**src/rtl/issue_decoder_if.sv**
```systemverilog
// Queue-head and dispatch handshake bundle for issue_decoder.
// master = the decoder stage; slave = the queue/dispatch environment around it.
interface issue_decoder_if;
    logic        iq_empty;
    logic [31:0] iq_inst;
    logic [31:0] iq_pc;
    logic        iq_re;
    logic        dis_valid;
    logic        dis_ready;
    logic [31:0] dis_pc;
    logic [3:0]  dis_type;
    logic [3:0]  dis_funct;
    logic [4:0]  dis_rd;
    logic [4:0]  dis_rs1;
    logic [4:0]  dis_rs2;
    logic        dis_rd_we;
    logic        dis_use_rs1;
    logic        dis_use_rs2;
    logic [31:0] dis_imm;

    modport master (
        input  iq_empty, iq_inst, iq_pc, dis_ready,
        output iq_re, dis_valid, dis_pc, dis_type, dis_funct, dis_rd, dis_rs1,
               dis_rs2, dis_rd_we, dis_use_rs1, dis_use_rs2, dis_imm
    );

    modport slave (
        output iq_empty, iq_inst, iq_pc, dis_ready,
        input  iq_re, dis_valid, dis_pc, dis_type, dis_funct, dis_rd, dis_rs1,
               dis_rs2, dis_rd_we, dis_use_rs1, dis_use_rs2, dis_imm
    );
endinterface

```
**src/rtl/issue_decoder.sv**
```systemverilog
// RV32I decode stage with a one-entry dispatch register; halts after SYSTEM/illegal until flush.
// Optional ISSUE_DECODER_PERF_EN adds accept/stall performance counters.
module issue_decoder (
    input  logic            clk,
    input  logic            rst,
    input  logic            flush,
    issue_decoder_if.master bus,
    output logic            halted
`ifdef ISSUE_DECODER_PERF_EN
    ,
    output logic [31:0]     perf_issued,
    output logic [31:0]     perf_stall
`endif
);

    typedef enum logic [3:0] {
        CLS_ALU_R   = 4'd0,
        CLS_ALU_I   = 4'd1,
        CLS_LOAD    = 4'd2,
        CLS_STORE   = 4'd3,
        CLS_BRANCH  = 4'd4,
        CLS_JAL     = 4'd5,
        CLS_JALR    = 4'd6,
        CLS_LUI     = 4'd7,
        CLS_AUIPC   = 4'd8,
        CLS_SYSTEM  = 4'd9,
        CLS_ILLEGAL = 4'd15
    } cls_e;

    typedef enum logic {ST_RUN = 1'b0, ST_HALT = 1'b1} state_e;

    typedef struct packed {
        logic [31:0] pc;
        cls_e        cls;
        logic [3:0]  funct;
        logic [4:0]  rd;
        logic [4:0]  rs1;
        logic [4:0]  rs2;
        logic        rd_we;
        logic        use_rs1;
        logic        use_rs2;
        logic [31:0] imm;
    } entry_t;

    state_e      state_q, state_d;
    logic        valid_q, valid_d;
    entry_t      entry_q, entry_d;
    entry_t      dec;
    logic        writes_rd;
    logic        iq_re;
    logic [31:0] inst;

    assign inst = bus.iq_inst;

    // NOTE: every variable written in an always_comb gets a default first, so no path leaves it unassigned and no latch is inferred.
    always_comb begin
        dec       = '0;
        writes_rd = 1'b0;
        dec.pc    = bus.iq_pc;
        case (inst[6:0])
            7'b0110011: dec.cls = CLS_ALU_R;
            7'b0010011: dec.cls = CLS_ALU_I;
            7'b0000011: dec.cls = CLS_LOAD;
            7'b0100011: dec.cls = CLS_STORE;
            7'b1100011: dec.cls = CLS_BRANCH;
            7'b1101111: dec.cls = CLS_JAL;
            7'b1100111: dec.cls = CLS_JALR;
            7'b0110111: dec.cls = CLS_LUI;
            7'b0010111: dec.cls = CLS_AUIPC;
            7'b1110011: dec.cls = CLS_SYSTEM;
            default:    dec.cls = CLS_ILLEGAL;
        endcase

        writes_rd   = dec.cls inside {CLS_ALU_R, CLS_ALU_I, CLS_LOAD, CLS_JAL,
                                      CLS_JALR, CLS_LUI, CLS_AUIPC};
        dec.use_rs1 = !(dec.cls inside {CLS_LUI, CLS_AUIPC, CLS_JAL, CLS_SYSTEM, CLS_ILLEGAL});
        dec.use_rs2 = dec.cls inside {CLS_ALU_R, CLS_STORE, CLS_BRANCH};
        dec.rd      = writes_rd   ? inst[11:7]  : 5'd0;
        dec.rs1     = dec.use_rs1 ? inst[19:15] : 5'd0;
        dec.rs2     = dec.use_rs2 ? inst[24:20] : 5'd0;
        dec.rd_we   = writes_rd && (inst[11:7] != 5'd0);
        // Bit 30 only distinguishes SUB/SRA and SRAI from SRLI; elsewhere it is immediate data.
        dec.funct   = {(dec.cls == CLS_ALU_R) || (dec.cls == CLS_ALU_I && inst[14:12] == 3'b101)
                       ? inst[30] : 1'b0, inst[14:12]};

        case (dec.cls)
            CLS_ALU_I, CLS_LOAD, CLS_JALR, CLS_SYSTEM:
                dec.imm = {{20{inst[31]}}, inst[31:20]};
            CLS_STORE:
                dec.imm = {{20{inst[31]}}, inst[31:25], inst[11:7]};
            CLS_BRANCH:
                dec.imm = {{19{inst[31]}}, inst[31], inst[7], inst[30:25], inst[11:8], 1'b0};
            CLS_LUI, CLS_AUIPC:
                dec.imm = {inst[31:12], 12'd0};
            CLS_JAL:
                dec.imm = {{11{inst[31]}}, inst[31], inst[19:12], inst[20], inst[30:21], 1'b0};
            default:
                dec.imm = 32'd0;
        endcase
    end

    // Popping is blocked while reset is asserted so no queue entry is lost.
    assign iq_re = !rst && !bus.iq_empty && !flush && (state_q == ST_RUN)
                   && (!valid_q || bus.dis_ready);

    always_comb begin
        state_d = state_q;
        valid_d = valid_q;
        entry_d = entry_q;
        if (flush) begin
            valid_d = 1'b0;
            state_d = ST_RUN;
        end else if (iq_re) begin
            valid_d = 1'b1;
            entry_d = dec;
            if (dec.cls == CLS_SYSTEM || dec.cls == CLS_ILLEGAL) begin
                state_d = ST_HALT;
            end
        end else if (valid_q && bus.dis_ready) begin
            valid_d = 1'b0;
        end
    end

    // NOTE: sequential state uses non-blocking assignments so every flop samples pre-edge values.
    always_ff @(posedge clk or posedge rst) begin
        if (rst) begin
            state_q <= ST_RUN;
            valid_q <= 1'b0;
            // NOTE: the payload register is reset too, since its fields are visible outputs that must read 0 out of reset.
            entry_q <= '0;
        end else begin
            state_q <= state_d;
            valid_q <= valid_d;
            entry_q <= entry_d;
        end
    end

    assign bus.iq_re       = iq_re;
    assign bus.dis_valid   = valid_q;
    assign bus.dis_pc      = entry_q.pc;
    assign bus.dis_type    = entry_q.cls;
    assign bus.dis_funct   = entry_q.funct;
    assign bus.dis_rd      = entry_q.rd;
    assign bus.dis_rs1     = entry_q.rs1;
    assign bus.dis_rs2     = entry_q.rs2;
    assign bus.dis_rd_we   = entry_q.rd_we;
    assign bus.dis_use_rs1 = entry_q.use_rs1;
    assign bus.dis_use_rs2 = entry_q.use_rs2;
    assign bus.dis_imm     = entry_q.imm;
    assign halted          = (state_q == ST_HALT);

`ifdef ISSUE_DECODER_PERF_EN
    logic [31:0] perf_issued_q, perf_issued_d;
    logic [31:0] perf_stall_q, perf_stall_d;

    // An accept overridden by flush does not count as an issue.
    always_comb begin
        perf_issued_d = perf_issued_q + 32'(valid_q && bus.dis_ready && !flush);
        perf_stall_d  = perf_stall_q + 32'(valid_q && !bus.dis_ready);
    end

    always_ff @(posedge clk or posedge rst) begin
        if (rst) begin
            perf_issued_q <= 32'd0;
            perf_stall_q  <= 32'd0;
        end else begin
            perf_issued_q <= perf_issued_d;
            perf_stall_q  <= perf_stall_d;
        end
    end

    assign perf_issued = perf_issued_q;
    assign perf_stall  = perf_stall_q;
`endif

endmodule

```
**src/flat_wrapper.sv**
```systemverilog
// flat-port wrapper written by rule: the top's interface ports become plain ports
module issue_decoder_flat 
  (clk, rst, flush, halted, bus_iq_empty, bus_iq_inst, bus_iq_pc, bus_dis_ready, bus_iq_re, bus_dis_valid, bus_dis_pc, bus_dis_type, bus_dis_funct, bus_dis_rd, bus_dis_rs1, bus_dis_rs2, bus_dis_rd_we, bus_dis_use_rs1, bus_dis_use_rs2, bus_dis_imm);
  issue_decoder_if bus_i ();
  input  logic clk;
  input  logic rst;
  input  logic flush;
  output logic halted;
  input wire logic [$bits(bus_i.iq_empty)-1:0] bus_iq_empty;
  input wire logic [$bits(bus_i.iq_inst)-1:0] bus_iq_inst;
  input wire logic [$bits(bus_i.iq_pc)-1:0] bus_iq_pc;
  input wire logic [$bits(bus_i.dis_ready)-1:0] bus_dis_ready;
  output wire logic [$bits(bus_i.iq_re)-1:0] bus_iq_re;
  output wire logic [$bits(bus_i.dis_valid)-1:0] bus_dis_valid;
  output wire logic [$bits(bus_i.dis_pc)-1:0] bus_dis_pc;
  output wire logic [$bits(bus_i.dis_type)-1:0] bus_dis_type;
  output wire logic [$bits(bus_i.dis_funct)-1:0] bus_dis_funct;
  output wire logic [$bits(bus_i.dis_rd)-1:0] bus_dis_rd;
  output wire logic [$bits(bus_i.dis_rs1)-1:0] bus_dis_rs1;
  output wire logic [$bits(bus_i.dis_rs2)-1:0] bus_dis_rs2;
  output wire logic [$bits(bus_i.dis_rd_we)-1:0] bus_dis_rd_we;
  output wire logic [$bits(bus_i.dis_use_rs1)-1:0] bus_dis_use_rs1;
  output wire logic [$bits(bus_i.dis_use_rs2)-1:0] bus_dis_use_rs2;
  output wire logic [$bits(bus_i.dis_imm)-1:0] bus_dis_imm;
  assign bus_i.iq_empty = bus_iq_empty;
  assign bus_i.iq_inst = bus_iq_inst;
  assign bus_i.iq_pc = bus_iq_pc;
  assign bus_i.dis_ready = bus_dis_ready;
  assign bus_iq_re = bus_i.iq_re;
  assign bus_dis_valid = bus_i.dis_valid;
  assign bus_dis_pc = bus_i.dis_pc;
  assign bus_dis_type = bus_i.dis_type;
  assign bus_dis_funct = bus_i.dis_funct;
  assign bus_dis_rd = bus_i.dis_rd;
  assign bus_dis_rs1 = bus_i.dis_rs1;
  assign bus_dis_rs2 = bus_i.dis_rs2;
  assign bus_dis_rd_we = bus_i.dis_rd_we;
  assign bus_dis_use_rs1 = bus_i.dis_use_rs1;
  assign bus_dis_use_rs2 = bus_i.dis_use_rs2;
  assign bus_dis_imm = bus_i.dis_imm;
  issue_decoder u_core (.clk(clk), .rst(rst), .flush(flush), .bus(bus_i), .halted(halted));
endmodule
```
**config.mk**
```make
export PLATFORM = sky130hd
export DESIGN_NAME = issue_decoder_flat
export DESIGN_NICKNAME = d
export VERILOG_FILES = /design/src/rtl/issue_decoder_if.sv /design/src/rtl/issue_decoder.sv /design/src/flat_wrapper.sv
export SDC_FILE = /design/constraint.sdc
export NUM_CORES = 1
export LEC_CHECK = 0
export BUFFER_PORTS_ARGS = -buffer_cell sky130_fd_sc_hd__buf_2
export CORE_MARGIN = 5
export CORE_UTILIZATION = 52
export CTS_CLUSTER_SIZE = 10
export DETAILED_ROUTE_END_ITERATION = 12
export PLACE_DENSITY = 0.92
export SLEW_MARGIN = 20
export SYNTH_ARGS = -nofsm -noshare
export SYNTH_HDL_FRONTEND = slang
export SYNTH_SLANG_ARGS = --single-unit
```
**constraint.sdc**
```tcl
create_clock -name clk -period 4.68 [get_ports clk]
set_clock_uncertainty 0.15 [all_clocks]
set_input_delay 0.234 -clock clk [delete_from_list [all_inputs] [get_ports clk]]
set_output_delay 0.234 -clock clk [all_outputs]
set_load 0.03 [all_outputs]
```
== Word level (Yosys, flattened, before mapping) ==
Cells that the tools add are included.

* Flip-flop bits (word level): 92
* Input bits: 69
* Output and inout port bits: 93
* Word-level logic and storage cells: 74

* Equal/unequal tests: 21
* Muxes and demuxes: 12
* Bitwise gates (word level): 2
* Reduce and logical (&&, ||, !) cells: 27

{| class="wikitable"
|+ Operators with widths
! cell !! count
|-
| 32-bit case mux with 5 select lines || 1
|-
| 4-bit case mux with 10 select lines || 1
|-
| 7-bit == test (second input constant) || 4
|-
| 7-bit by 6-bit == test with 1-bit output (second input constant) || 3
|-
| 4-bit by 3-bit == test with 1-bit output (second input constant) || 4
|-
| 5-bit 2-to-1 mux || 3
|-
| 7-bit by 5-bit == test with 1-bit output (second input constant) || 2
|-
| 4-bit == test (second input constant) || 3
|-
| 5-bit nonzero test || 2
|-
| 4-bit by 2-bit == test with 1-bit output (second input constant) || 2
|-
| 7-bit by 2-bit == test with 1-bit output (second input constant) || 1
|-
| 1-bit logical AND || 7
|-
| 1-bit 2-to-1 mux || 7
|-
| 7-bit nonzero test || 1
|-
| 3-bit nonzero test || 2
|-
| 1-bit logical NOT || 5
|-
| 4-bit by 1-bit == test with 1-bit output (second input constant) || 1
|-
| 4-bit logical NOT || 1
|-
| 2-bit AND reduction || 2
|-
| 2-bit nonzero test || 2
|-
| 4-bit OR reduction || 1
|-
| 3-bit == test (second input constant) || 1
|-
| 1-bit logical OR || 3
|-
| 1-bit inverter || 2
|-
| 2-bit OR reduction || 1
|}

== Depth between registers and ports, before layout ==
Gate-level depths: netlist (run 1).

* Depth after elaboration: 7
* Gate-level depth with buffers: 7
* Mapped depth without buffers: 5

== Worst setup path before layout (run 1) ==
OpenSTA, ideal clock, no wires.

* Path kind: reg2reg
* From: register u_core.state_q (netlist: u_core.halted)
* To: register u_core.entry_q, in the netlist u_core.bus.dis_imm[20]
* Library setup time: 126 ps
* Arrival time: 1860 ps
* Data required time: 4404 ps
* Path slack: 2544 ps
* Cell stages (with the launch flop): 6
* Path buffers: 2
* Clock period less this slack: 2136 ps
* Cell sequence: dfrtp_1 or4_4 nand2b_4 buf_6 clkbuf_1 a221o_1

* Word-level cells in the longest chain between the ends: 4

{| class="wikitable"
|+ Ends and longest elaborated chain
! element !! RTL line !! RTL
|-
| from (decl) || issue_decoder.sv:45 || <nowiki>state_e state_q, state_d;</nowiki>
|-
| from (signal assigned) || issue_decoder.sv:132 || <nowiki>state_q <= state_d;</nowiki>
|-
| 1-bit inverter || issue_decoder.sv:103 || <nowiki>assign iq_re = !rst && !bus.iq_empty && !flush && (state_q == ST_RUN)</nowiki>
|-
| 1-bit logical AND || issue_decoder.sv:103 ||
|-
| 1-bit logical AND || issue_decoder.sv:104 || <nowiki>&& (!valid_q || bus.dis_ready);</nowiki>
|-
| 2-bit AND reduction (no line) || n/a ||
|-
| to (signal assigned) || issue_decoder.sv:134 || <nowiki>entry_q <= entry_d;</nowiki>
|-
| to (decl) || issue_decoder.sv:47 || <nowiki>entry_t entry_q, entry_d;</nowiki>
|}

No other way between the ends.
A chain may end at the register's enable or synchronous reset.

== Worst setup path in the final report (run 1) ==
* From: input port flush
* To: register u_core.entry_q, in the netlist u_core.bus.dis_rs1[4]

* Word-level cells in the longest chain between the ends: 5
* Elaborated cells on any way between the ends: 6
* Those cells by class: 1 x bitwise; 5 x reduce/logical

{| class="wikitable"
|+ Ends and longest elaborated chain
! element !! RTL line !! RTL
|-
| from (decl) || flat_wrapper.sv:7 || <nowiki>input logic flush;</nowiki>
|-
| 1-bit logical NOT || issue_decoder.sv:103 ||
|-
| 1-bit logical AND (2 in a row) || issue_decoder.sv:103 ||
|-
| 1-bit logical AND || issue_decoder.sv:104 ||
|-
| 2-bit AND reduction (no line) (*) || n/a ||
|}

Mark *: on every way between the ends. The rest lies on a longest branch, timed or not.

==> results of run 1 <==
registers in the layout, indices dropped and copies added (netlist names):
| signal | cells |
|---|---|
| u_core.bus.dis_rd_we | 1 |
| u_core.bus.dis_rs2 | 5 |
| u_core.bus.dis_imm | 32 |
| u_core.bus.dis_pc | 32 |
| u_core.halted | 1 |
| u_core.bus.dis_valid | 1 |
| u_core.bus.dis_rd | 5 |
| u_core.bus.dis_funct | 4 |
| u_core.bus.dis_rs1 | 5 |
| u_core.bus.dis_type | 4 |
| u_core.bus.dis_use_rs1 | 1 |
| u_core.bus.dis_use_rs2 | 1 |
per-stage QoR:
stage	area [µm²]	total power, µW	setup WS (ns)	utilization
2_1_floorplan	4080	1190	1.90	-
3_3_place_gp	4880	1320	1.63	0.634
3_5_place_dp	4880	1330	1.48	0.634
4_1_cts	5670	2050	1.38	0.737
5_1_grt	5680	2140	1.21	0.739
6_report	5680	2050	1.38	0.739
per-layer routing:
layer | vias to the layer above | part of all wire | GRT usage
met5 | - | 0 | 0
met4 | 0 | 0.014 | 0.0641
met3 | 17 | 0.089 | 0.0609
met2 | 210 | 0.47 | 0.397
met1 | 1871 | 0.43 | 0.324
li1 | 1822 | - | -
synth_stat cells, drive strengths merged, types with 3 or more instances:
master | instances | area [µm²]
nand2b | 5 | 38.8
dfrtp | 92 | 2300
a22oi | 8 | 60.1
a22o | 21 | 184
clkbuf | 12 | 45.0
or4 | 3 | 26.3
a221o | 11 | 110
nand2 | 128 | 480
nand4 | 4 | 25.0
nor2 | 9 | 33.8
a21oi | 14 | 70.1
nor2b | 4 | 25.0
and2 | 3 | 18.8
nor3 | 4 | 30.0
o21ai | 17 | 85.1
buf | 18 | 100
o211ai | 5 | 37.5
a32oi | 6 | 52.6
path summary, 6_finish.rpt:
kind,end,slack [ns],cells past startpoint
hold reg to reg,u_core.bus.dis_funct[3]$_DFFE_PP0P_,0.32,2
hold / removal,u_core.bus.dis_rs2[2]$_DFFE_PP0P_,0.01,2
setup / recovery,u_core.bus.dis_rs1[4]$_DFFE_PP0P_,1.38,8
min in group asynchronous,u_core.bus.dis_imm[5]$_DFFE_PP0P_,0.42,3
max in group asynchronous,u_core.bus.dis_rd[4]$_DFFE_PP0P_,3.39,3
setup reg to reg,u_core.bus.dis_rs1[4]$_DFFE_PP0P_,1.51,6
area by class of cell:
| type | instances | area, µm² |
|---|---|---|
| clock inverters | 7 | 145 |
| inverters | 4 | 20.0 |
| repair buffers | 215 | 1340 |
| fillers | 549 | 2010 |
| flip-flops and latches | 92 | 2300 |
| well taps | 102 | 128 |
| clock buffers | 9 | 124 |
| multi-input cells | 280 | 1620 |
where the power goes:
part	switching, µW	leakage (µW)	internal, µW	total (µW)
registers	38.7	0.00121	866	905
logic	305	0.00162	148	453
clock network	283	0.000130	412	696
logic make-up after synthesis:
group / count (synthesis) / synth area share
DFF: 92 / 0.564
and+or+nand+nor: 175 / 0.197
muxes: 2 / 0.00491
AOI/OAI and AO/OA: 101 / 0.190
xor gates and xnor gates: 2 / 0.00430
buffers and inverters: 34 / 0.0393
==> impl_metrics.csv, run 1 <==
group,metric,value,unit
sta,whs,0.0135,ns
finish,area_growth,39.2,%
sta,setup_viol,0,
clock_tree,htreeDepth,3,
sta,drv_slew,0,
outcome,status,"finished, final reports clean",
drt,wirelength,11900,µm
critical_path,cp_top_family,"buffers and inverters",
die,die_w,98.6,µm
placed_design,dp_cells,640,
finish,antennaDiodeCount,0,
critical_path,setup.worst_path.class,"in -> reg",
die,start_util,0.531,
drt,ant_nets,0,
job,max_cap_viol_count,0,
synthesis,synthFlopType,"dfrtp_1",
sta,maxSlewHeadroom,0.268,
synthesis,ys_ff_latch,92,
clock_tree,cts_sinks,92,
die,dieHeight,98.6,µm
synthesis,ys_warn_count,0,
synthesis,synth-edff-count,0,
drt,first_iter_violations,189,
pwr,p_leak,0.00296,µW
placed_design,routabilityCongestion,0.917,
sta,worst_pin_slew,1.10,ns
synthesis,ys_seq_area_frac,0.564,
clock_tree,post_cts_resized,0,
sta,fmax,303,MHz
min_path,hold_class,"in -> reg",
clock_tree,cts_setup_buffers,0,
drt,firstDrtPassIters,4,
pwr,power_density,362,nW/µm²
clock_tree,cts_root_buf,"clkbuf_8",
min_path,min-delay-start,"bus_iq_inst[22]",
sta,finalCritPeriodShare,0.704,
clock_tree,cts_tree,"done",
critical_path,cp-end-kind,"register",
critical_path,crit_path_top_delay_cell,"nand2b_4",
synthesis,synth_nets,475,
critical_path,startpoint_type,"input port",
global_routing,grt_overflow_total,0,
critical_path,path_cells,"dlygate4sd3_1, buf_2, or4_4, nand2b_4, clkinv_1, buf_4, and3_1, a22o_1",
finish,final_cell_mix,"buf_2 (161), nand2_1 (128), dfrtp_1 (92)",
sta,finalCriticalPeriod,3.30,ns
critical_path,max_stage_delay,0.61,ns
clock_tree,cts.clk_slew.worst_paths,0.10,ns
die,die-area,9720,µm²
sta,final_hold_viol_count,0,
placed_design,io_buffers,161,
die,io-pin-count,162,
critical_path,crit_required,4.82,ns
global_routing,grt_first_pass_wirelength,19100,µm
global_routing,antenna_found_initial,0,
synthesis,synth_cell_types,52,
drt,drc,0,
critical_path,worstSetupStartpoint,"flush",
die,coreArea,7690,µm²
synthesis,synth.avg_cell_area,10.0,µm²
critical_path,critPathBufInv,4,
global_routing,first_global_vias,3877,
clock_tree,postCtsHoldBufs,52,
synthesis,syn_area,4080,µm²
sta,rsz0062_at_grt,"false",
drt,via_per_inst,5.53,
pwr,ir_drop,227,µV
clock_tree,numCtsBuffers,9,
drt,wl_per_cell,16.8,µm
finish,nets,671,
clock_tree,cts_buffer_depth,2,
drt,vias,3920,
synthesis,synthCells,406,
critical_path,worstPathArrival,3.44,ns
finish,instances_no_fill,709,
critical_path,reg2reg_from,"u_core.halted$_DFFE_PP0P_",
finish,final_layout_size_suffix_gt1_frac,0.311,
global_routing,grt.total_usage,0.242,
clock_tree,clock_latency,0.35,ns
global_routing,grt_max_degree,101,
die,rows,32,
finish,final_common_cell,"buf_2",
sta,fin_tns_setup,0,ns
placed_design,dp_hpwl,7620,µm
critical_path,worstPathMaxFanout,100,
synthesis,synthArstFlopShare,1.00,
Note: power is estimated with default switching activity, not from simulation.
==> run 2, diff against run 1 <==
--- a/config.mk
+++ b/config.mk
@@ -7,10 +7,10 @@
 export LEC_CHECK = 0
 export BUFFER_PORTS_ARGS = -buffer_cell sky130_fd_sc_hd__buf_2
 export CORE_MARGIN = 5
-export CORE_UTILIZATION = 52
+export CORE_UTILIZATION = 49
 export CTS_CLUSTER_SIZE = 10
 export DETAILED_ROUTE_END_ITERATION = 12
-export PLACE_DENSITY = 0.92
+export PLACE_DENSITY = 0.88
 export SLEW_MARGIN = 20
 export SYNTH_ARGS = -nofsm -noshare
 export SYNTH_HDL_FRONTEND = slang
==> constraint.sdc (replaced) <==
create_clock -name clk -period 3.07 [get_ports clk]
set_clock_uncertainty 0.15 [all_clocks]
set_input_delay 0.1535 -clock clk [delete_from_list [all_inputs] [get_ports clk]]
set_output_delay 0.1535 -clock clk [all_outputs]
set_load 0.03 [all_outputs]
==> run 2 against run 1 <==
Net effect:
- non-clock buffer count up 9
- register-to-register slack lost 0.96 ns
- highest routed layer unchanged
- critical path type is now in -> out
- worst hold slack better by 0.027 ns
- sequential share of layout area decreased by 0.25 points
==> impl_metrics.csv, run 2 (synthesized netlist as in run 1, its figures left out) <==
group,metric,value,unit
outcome,status,"finished, final reports clean",
die,start_util,0.499,
critical_path,worstPathArrival,2.42,ns
placed_design,routabilityCongestion,0.854,
finish,area_growth,40.1,%
critical_path,crit_path_top_delay_cell,"dlygate4sd3_1",
global_routing,grt_max_degree,93,
global_routing,grt_first_pass_wirelength,20000,µm
die,dieHeight,101,µm
clock_tree,clock_latency,0.35,ns
drt,first_iter_violations,354,
finish,final_cell_mix,"buf_2 (161), nand2_1 (128), dfrtp_1 (92)",
critical_path,crit_required,2.77,ns
clock_tree,htreeDepth,3,
sta,rsz0062_at_grt,"false",
placed_design,dp_hpwl,8200,µm
drt,wirelength,12600,µm
finish,antennaDiodeCount,0,
min_path,hold_class,"in -> reg",
global_routing,first_global_vias,3995,
finish,fin_util,0.699,
placed_design,io_buffers,161,
drt,vias,4023,
sta,fmax,367,MHz
critical_path,startpoint_type,"input port",
sta,drv_slew,0,
clock_tree,cts.clk_slew.worst_paths,0.08,ns
pwr,ir_drop,333,µV
sta,worst_pin_slew,0.782,ns
sta,finalCritPeriodShare,0.888,
sta,finalCriticalPeriod,2.72,ns
critical_path,critPathBufInv,4,
clock_tree,cts_root_buf,"clkbuf_8",
critical_path,crit_top_cell,"buf_2",
drt,drc,0,
critical_path,cp_top_family,"buffers and inverters",
critical_path,path_cells,"dlygate4sd3_1, buf_2, or4_4, nand2b_4, clkinv_1, buf_2",
finish,regArea,2300,µm²
pwr,power_density,522,nW/µm²
global_routing,antenna_found_initial,0,
sta,final_hold_viol_count,0,
clock_tree,cts_setup_buffers,0,
finish,final_layout_size_suffix_gt1_frac,0.311,
drt,ant_nets,0,
drt,wl_per_cell,17.5,µm
die,coreArea,8180,µm²
sta,setup_viol,0,
sta,worst_slack,0.345,ns
placed_design,preCtsSetupSlack,0.612,ns
critical_path,worstPathMaxFanout,39,
finish,final_common_cell,"buf_2",
global_routing,grt_overflow_total,0,
die,rows,33,
finish,nets,680,
clock_tree,numCtsBuffers,9,
drt,firstDrtPassIters,5,
sta,maxSlewHeadroom,0.479,
die,die-area,10200,µm²
die,die_w,101,µm
finish,num-fill-cells,629,
finish,multi_input_area,1620,µm²
pwr,p_leak,0.00298,µW
critical_path,cp-end-kind,"primary output",
die,io-pin-count,162,
clock_tree,cts_sinks,92,
global_routing,grt.total_usage,0.248,
clock_tree,cts_tree,"done",
critical_path,max_stage_delay,0.53,ns
job,max_cap_viol_count,0,
critical_path,setup.worst_path.class,"in -> out",
sta,fin_tns_setup,0,ns
clock_tree,cts_buffer_depth,2,
drt,via_per_inst,5.59,
-- run 2: cell types whose count changed in the layout (fill, tap and decap cells not counted), sizes merged --
cell         change
buf              +3
bufinv           -2
dlygate4sd3      +6
inv              +1
-- run 2: worst paths after layout --
kind / slack (ns) / startpoint / cells past startpoint / to
worst min register to register: 0.32 / u_core.bus.dis_pc[7]$_DFFE_PP0P_ / 2 / u_core.bus.dis_pc[7]$_DFFE_PP0P_
worst min-delay path: 0.04 / bus_dis_ready / 3 / u_core.bus.dis_valid$_DFFE_PP0P_
max in group asynchronous: 1.89 / rst / 3 / u_core.bus.dis_type[0]$_DFFE_PP0P_
worst max-delay path: 0.35 / flush / 6 / bus_iq_re
min in group asynchronous: 0.36 / rst / 3 / u_core.bus.dis_imm[6]$_DFFE_PP0P_
worst max register to register: 0.55 / u_core.halted$_DFFE_PP0P_ / 4 / u_core.bus.dis_imm[30]$_DFFE_PP0P_
-- run 2: tightest hold or removal path: cells and delay by family --
kind / cells / cell delay [ns]
compound gates: 1 / 0.09
simple gates: 1 / 0.17
buf+inv: 1 / 0.09
-- run 2: repair_timing --
action | CTS | global route
endpoints found under the hold margin | 175 | 0
hold buffers | 59 | 0
gates resized for setup | 0 | 0
-- run 2: where the power goes --
| group | switching [µW] | leakage [µW] | internal (µW) | total (µW) |
|---|---|---|---|---|
| Clock | 436 | 0.000107 | 463 | 899 |
| Combinational | 469 | 0.00166 | 233 | 702 |
| Sequential | 59.2 | 0.00121 | 1320 | 1380 |
| Total | 965 | 0.00298 | 2020 | 2980 |
-- run 2: final cells by class --
| type | instances | area share |
|---|---|---|
| clock buffer | 9 | 0.0217 |
| clock inverter | 6 | 0.0164 |
| inverter | 4 | 0.00350 |
| multi-input combinational | 280 | 0.283 |
| sequential | 92 | 0.403 |
| tap | 105 | 0.0230 |
| timing repair buffer | 224 | 0.250 |
-- run 2: metal layers --
| metal | vias to the layer above | wire length (µm) | track usage |
|---|---|---|---|
| met2 | 226 | 6040 | 0.411 |
| met4 | 0 | 349 | 0.102 |
| met1 | 1916 | 5000 | 0.314 |
| met3 | 38 | 1230 | 0.0572 |
| met5 | - | 0 | 0 |
| li1 | 1843 | - | - |
-- run 2: metrics by stage --
step / total power, µW / hold WS (ns) / std cells / area, µm²
after floorplan: 1810 / 0.109 / 406 / 4080
after global routing: 3120 / 0.0540 / 720 / 5710
after detailed placement: 2040 / 0.200 / 646 / 4900
after CTS: 2990 / 0.0282 / 720 / 5710
after global placement: 2020 / 0.193 / 646 / 4900
final: 2980 / 0.0408 / 720 / 5710
